`config.mk`:
```
export PLATFORM = sky130hd
export DESIGN_NAME = mic_window_scheduler
export DESIGN_NICKNAME = d
export VERILOG_FILES = /design/src/rtl/mic_sched_pkg.sv /design/src/rtl/window_peak_tracker.sv /design/src/rtl/mic_window_scheduler.sv
export SDC_FILE = /design/constraint.sdc
export NUM_CORES = 1
export LEC_CHECK = 0
export ABC_AREA = 1
export CAP_MARGIN = 25
export CORE_MARGIN = 5
export CORE_UTILIZATION = 47
export DETAILED_ROUTE_END_ITERATION = 12
export PLACE_DENSITY_LB_ADDON = 0.25
export SETUP_SLACK_MARGIN = 0.5
export SLEW_MARGIN = 10
export SYNTH_ARGS = -nofsm -noshare
export SYNTH_HDL_FRONTEND = slang
export SYNTH_SLANG_ARGS = --single-unit
```
`constraint.sdc`:
```
create_clock -name Clk_20khz -period 4.18 [get_ports Clk_20khz]
set_clock_uncertainty 0.1 [all_clocks]
set_input_delay 0.836 -clock Clk_20khz [delete_from_list [all_inputs] [get_ports Clk_20khz]]
set_output_delay 0.836 -clock Clk_20khz [all_outputs]
set_load 0.03 [all_outputs]
```
`src/rtl/mic_sched_pkg.sv`:
```
// Shared types, widths and arithmetic helpers for the microphone window scheduler.
package mic_sched_pkg;

    localparam int ADC_W     = 12;
    localparam int VOL_W     = 4;
    localparam int VOL_SHIFT = 7;
    localparam int VOL_MAX   = 15;

    typedef enum logic [1:0] {
        SETTLE = 2'd0,
        CALIB  = 2'd1,
        RUN    = 2'd2,
        PAUSE  = 2'd3
    } state_t;

    // Floor-subtracted amplitude; a clipped or sub-floor peak reads as silence.
    function automatic logic [ADC_W-1:0] calc_amp(
        input logic [ADC_W-1:0] win_peak,
        input logic [ADC_W-1:0] floor_val,
        input logic [ADC_W-1:0] clip_code
    );
        if ((win_peak == clip_code) || (win_peak <= floor_val)) begin
            return {ADC_W{1'b0}};
        end else begin
            return win_peak - floor_val;
        end
    endfunction

    function automatic logic [VOL_W-1:0] calc_volume(input logic [ADC_W-1:0] amp);
        logic [ADC_W-1:0] shifted;
        shifted = amp >> VOL_SHIFT;
        if (shifted > ADC_W'(VOL_MAX)) begin
            return VOL_W'(VOL_MAX);
        end else begin
            return shifted[VOL_W-1:0];
        end
    endfunction

endpackage

```
`src/rtl/window_peak_tracker.sv`:
```
// Counts samples into fixed-length windows and tracks the running peak of each window.
module window_peak_tracker
    import mic_sched_pkg::*;
#(
    parameter int unsigned WINDOW_LEN = 10000
)(
    input  logic             clk,
    input  logic             rst,
    input  logic             clear,
    input  logic [ADC_W-1:0] sample,
    output logic [ADC_W-1:0] win_peak,
    output logic             window_end
);

    localparam int CNT_W = (WINDOW_LEN > 1) ? $clog2(WINDOW_LEN) : 1;
    localparam logic [CNT_W-1:0] LAST_CNT = CNT_W'(WINDOW_LEN - 1);

    logic [CNT_W-1:0] count_r;
    logic [ADC_W-1:0] peak_r;

    // win_peak includes the current sample, so the window-end sample is never lost.
    assign win_peak   = (sample > peak_r) ? sample : peak_r;
    assign window_end = (count_r == LAST_CNT);

    // Sample counter and running peak, restarted at each window end or on clear.
    always_ff @(posedge clk or posedge rst) begin
        if (rst) begin
            count_r <= {CNT_W{1'b0}};
            peak_r  <= {ADC_W{1'b0}};
        end else if (clear || window_end) begin
            count_r <= {CNT_W{1'b0}};
            peak_r  <= {ADC_W{1'b0}};
        end else begin
            count_r <= count_r + CNT_W'(1);
            peak_r  <= win_peak;
        end
    end

endmodule

```
`src/rtl/mic_window_scheduler.sv`:
```
// Settle / calibrate / measure sequencer turning windowed ADC peaks into a floor-relative
// amplitude and a 0-15 volume level.
module mic_window_scheduler
    import mic_sched_pkg::*;
#(
    parameter int unsigned WINDOW_LEN    = 10000,
    parameter int unsigned CALIB_WINDOWS = 4,
    parameter int unsigned DEFAULT_FLOOR = 2048,
    parameter int unsigned CLIP_CODE     = 4095
)(
    input  logic             Clk_20khz,
    input  logic             Rst,
    input  logic [ADC_W-1:0] mic_in,
    input  logic             enable,
    input  logic             recal,
    output logic             window_done,
    output logic             level_valid,
    output logic [ADC_W-1:0] peak_amplitude,
    output logic [VOL_W-1:0] volume_level,
    output logic [ADC_W-1:0] noise_floor,
    output logic             calib_done,
    output logic             calib_err,
    output logic             clip
);

    localparam int IDX_W = (CALIB_WINDOWS > 1) ? $clog2(CALIB_WINDOWS) : 1;
    localparam logic [IDX_W-1:0] LAST_IDX  = IDX_W'(CALIB_WINDOWS - 1);
    localparam logic [ADC_W-1:0] DEF_FLOOR = ADC_W'(DEFAULT_FLOOR);
    localparam logic [ADC_W-1:0] CLIP_VAL  = ADC_W'(CLIP_CODE);

    state_t           state_r;
    logic [ADC_W-1:0] cal_max_r;
    logic [IDX_W-1:0] win_idx_r;
    logic [ADC_W-1:0] noise_floor_r;
    logic             calib_done_r;
    logic             calib_err_r;
    logic [ADC_W-1:0] peak_amp_r;
    logic [VOL_W-1:0] volume_r;
    logic             level_valid_r;
    logic             clip_r;

    logic [ADC_W-1:0] win_peak_s;
    logic             window_end_s;
    logic             recal_s;
    logic             clear_s;
    logic [ADC_W-1:0] cal_max_next_s;
    logic [ADC_W-1:0] amp_s;
    logic             run_end_s;

    // SETTLE must complete before recal can act; a recal there is dropped.
    assign recal_s        = recal && (state_r != SETTLE);
    assign clear_s        = recal_s || (state_r == PAUSE);
    assign cal_max_next_s = (win_peak_s > cal_max_r) ? win_peak_s : cal_max_r;
    assign amp_s          = calc_amp(win_peak_s, noise_floor_r, CLIP_VAL);
    assign run_end_s      = (state_r == RUN) && window_end_s && !recal_s;

    window_peak_tracker #(
        .WINDOW_LEN (WINDOW_LEN)
    ) u_tracker (
        .clk        (Clk_20khz),
        .rst        (Rst),
        .clear      (clear_s),
        .sample     (mic_in),
        .win_peak   (win_peak_s),
        .window_end (window_end_s)
    );

    // Sequencer state and noise-floor calibration.
    always_ff @(posedge Clk_20khz or posedge Rst) begin
        if (Rst) begin
            state_r       <= SETTLE;
            cal_max_r     <= {ADC_W{1'b0}};
            win_idx_r     <= {IDX_W{1'b0}};
            noise_floor_r <= DEF_FLOOR;
            calib_done_r  <= 1'b0;
            calib_err_r   <= 1'b0;
        end else if (recal_s) begin
            state_r      <= CALIB;
            cal_max_r    <= {ADC_W{1'b0}};
            win_idx_r    <= {IDX_W{1'b0}};
            calib_done_r <= 1'b0;
            calib_err_r  <= 1'b0;
        end else begin
            case (state_r)
                SETTLE: if (window_end_s) state_r <= CALIB;
                CALIB: begin
                    if (window_end_s) begin
                        if (win_idx_r == LAST_IDX) begin
                            noise_floor_r <= (cal_max_next_s == CLIP_VAL) ? DEF_FLOOR : cal_max_next_s;
                            calib_err_r   <= (cal_max_next_s == CLIP_VAL);
                            calib_done_r  <= 1'b1;
                            cal_max_r     <= {ADC_W{1'b0}};
                            win_idx_r     <= {IDX_W{1'b0}};
                            state_r       <= RUN;
                        end else begin
                            cal_max_r <= cal_max_next_s;
                            win_idx_r <= win_idx_r + IDX_W'(1);
                        end
                    end
                end
                RUN:     if (!enable) state_r <= PAUSE;
                PAUSE:   if (enable)  state_r <= RUN;
                default: state_r <= SETTLE;
            endcase
        end
    end

    // Level outputs, registered one cycle after a RUN window ends.
    always_ff @(posedge Clk_20khz or posedge Rst) begin
        if (Rst) begin
            peak_amp_r    <= {ADC_W{1'b0}};
            volume_r      <= {VOL_W{1'b0}};
            level_valid_r <= 1'b0;
            clip_r        <= 1'b0;
        end else begin
            level_valid_r <= run_end_s;
            clip_r        <= run_end_s && (win_peak_s == CLIP_VAL);
            if (run_end_s) begin
                peak_amp_r <= amp_s;
                volume_r   <= calc_volume(amp_s);
            end
        end
    end

    assign window_done    = window_end_s && (state_r != PAUSE);
    assign level_valid    = level_valid_r;
    assign peak_amplitude = peak_amp_r;
    assign volume_level   = volume_r;
    assign noise_floor    = noise_floor_r;
    assign calib_done     = calib_done_r;
    assign calib_err      = calib_err_r;
    assign clip           = clip_r;

endmodule

```
==> flow_summary.toml <==
[run_status]
status = "complete, no violations"

[worst_setup_path]
crit_fanout = 8
criticalPathCategory = "in -> reg"
worstPathRequired_ps = 4320
critPathCaptureType = "flip-flop"
startpoint_type = "input pin"
cp.arrival_ps = 3930

[final_layout]
layout_commonest_cell = "nand2_1"
syn_to_final_growth_pct = 44.9
layout_common_cells = "118 x nand2_1, 87 x inv_1, 83 x buf_4"
diodes = 0
fillers = 784
drive_gt1_share_pct = 37.8
fin_nets = 841

[logic_synthesis]
synth_top_family_by_area = "simple AND/OR/NAND/NOR gates"
ys_ff_latch = 74
syn_area_per_cell_um2 = 7.87
yosysWarnings = 0
synth_mux_area_share_pct = 0
synth_simple_gate_area_share_pct = 32.1
ys_seq_area_share_pct = 36.9
syn_inst = 639
synth_fa_ha_area_share_pct = 9.86
syn_area_um2 = 5030
yosysUniqueCellTypes = 44
synth_xor_area_share_pct = 1.74
synth_compound_area_share_pct = 9.66
syn_nets = 694

[power_and_ir_drop]
p_total_mw = 4.23
ir_drop_mv = 0.271
power_density_nw_per_um2 = 581
p_leak_nw = 3.56

[clock_network]
holdBufCountCts = 0
numCtsBuffers = 9
clkSinkCount = 74
clkTransAtPathRegs_ps = 80
root_buffer = "clkbuf_8"
cts_buffer_depth = 2
htreeDepth = 3
cts_tree = "built"
clk-insertion-delay-late_ps = 350

[global_route]
global_route.usage.met3_pct = 4.30
grt_antenna_before_repair = 0
busiest_layer = "met2"
grt_pass1_wl_um = 22500
grt.total_usage_pct = 21.5
grt_pass1_vias = 4707
grt_max_degree = 46
grt-ovfl-total = 0
met2_usage_pct = 37.2
met1_usage_pct = 27.3

[timing]
setup_tns_ps = 0
fin_crit_ps = 3800
clock.fmax_ghz = 0.263
setup_viol = 0
rsz0062_at_grt = "yes"
period_share_pct = 90.8
max_slew_margin_pct = 33.5
hold_viol_final = 0
maxSlewViolCount = 0
worst_pin_slew_ps = 990

[detailed_routing]
drc = 0
first_iter_violations = 280
avgViaCountPerCell = 5.08
wl_per_cell_um = 15.0
vias = 4704
ant_nets = 0
drt_pre_antenna_iters = 5
routed_wirelength_um = 13900

[placement]
post-dp-hpwl_um = 10000
numPortBuffers = 48
gp_congestion = 0.898

[floorplanning]
num_rows = 37
die_y_um = 113
start_util_pct = 48.5
core_um2 = 10400
die_x_um = 113
dieArea_um2 = 12900
boundaryPins = 49

[worst_hold_path]
hold_path_class = "reg -> reg"

[job]
cap_violations = 0
==> metal layers <==
layer,part of all wire (%),wire [um]
met1,43,5990
met2,50,6930
met3,4.0,550
met4,3.0,414
met5,0,0
==> registers in the layout, summed over array words and instances (netlist names) <==
| signal | flops |
|---|---|
| u_tracker.count_r | 14 |
| cal_max_r | 12 |
| state_r | 2 |
| volume_level | 4 |
| clip | 1 |
| win_idx_r | 2 |
| u_tracker.peak_r | 12 |
| calib_done | 1 |
| peak_amplitude | 12 |
| noise_floor | 12 |
| calib_err | 1 |
| level_valid | 1 |
==> critical path, stage by stage <==
cell,delay (ps)
buf_2,120
ha_4,260
nand2_1,60
inv_2,60
nand2_4,70
nor2_4,100
nand2_2,70
nand3_4,120
nand2_8,100
buf_12,150
nand2_4,70
nand2_4,70
ha_4,270
nand2_1,50
inv_1,90
o21ai_2,80
a21oi_4,170
nor2_4,70
nor2_4,250
clkinvlp_4,250
nand2_2,120
nand2_2,70
buf_4,130
inv_1,80
nor2_1,60
nand2_2,90
nand2_1,50
==> through the flow <==
step	cells	setup WS [ps]	hold WS (ps)	util [%]	area, um^2
2_1_floorplan	639	501	333	-	5260
5_1_grt	926	204	396	70.2	7280
3_3_place_gp	889	-229	347	62.0	6430
6_report	926	385	367	70.2	7280
4_1_cts	916	404	375	66.7	6920
3_5_place_dp	889	-363	365	62.0	6430
==> layout make-up <==
type                    instances  area, um^2  area share (%)
clock buffers                  10         128            1.75
clock inverters                 5        56.3           0.773
inverters                     102         398            5.46
multi-input cells             450        3360            46.1
flip-flops and latches         74        1850            25.4
well taps                     136         170            2.34
repair buffers                148        1320            18.1
repair inverters                1        7.51           0.103
==> final timing paths <==
check / slack (ps) / cells past startpoint / endpoint / from
min in group asynchronous: 670 / 2 / u_tracker.peak_r[9] / Rst
worst max-delay path: 380 / 27 / noise_floor[8] / mic_in[9]
worst max register to register: 470 / 25 / noise_floor[2] / u_tracker.peak_r[5]
worst min register to register: 370 / 1 / u_tracker.count_r[0] / u_tracker.count_r[0]
max in group asynchronous: 2570 / 4 / cal_max_r[1] / Rst
worst min-delay path: 370 / 1 / u_tracker.count_r[0] / u_tracker.count_r[0]
==> cell usage after synthesis (all sizes together) <==
library cell    n  area (um^2)
o31ai           2         15.0
nand4          11         68.8
o21ai          23          119
clkbuf          7         26.3
a211oi          1         7.51
inv           101          379
nor3           11         65.1
a21oi          39          199
o211ai          3         22.5
a21o            2         15.0
o21a            4         30.0
o2111ai         1         8.76
dfstp           1         26.3
a31oi           1         6.26
clkinv          1         3.75
nand2         198          956
nand3          25          178
xor2            4         35.0
buf             7         81.3
nor2           63          303
fa              1         20.0
dfrtp          73         1830
nor4            4         31.3
ha             38          475
xnor2           6         52.6
or2             2         12.5
o22ai          10         62.6
==> what timing repair did <==
action,CTS,global route
setup buffers,10,9
pin swaps,48,44
gates cloned,2,0
resized for setup,104,63
setup endpoints to repair,40,36
==> cell families after synthesis <==
family,count (synthesis)
AOI/OAI and AO/OA,86
and+or+nand+nor,314
buffers and inverters,116
adders and majority gates,39
DFF,74
xor gates and xnor gates,10
==> report_power, final <==
group	total [mW]	internal, mW	switching, mW
sequential	0.856	0.791	0.0650
clock	0.544	0.272	0.272
combinational	2.83	1.32	1.52
No activity file was read; power rests on OpenSTA's default activity.
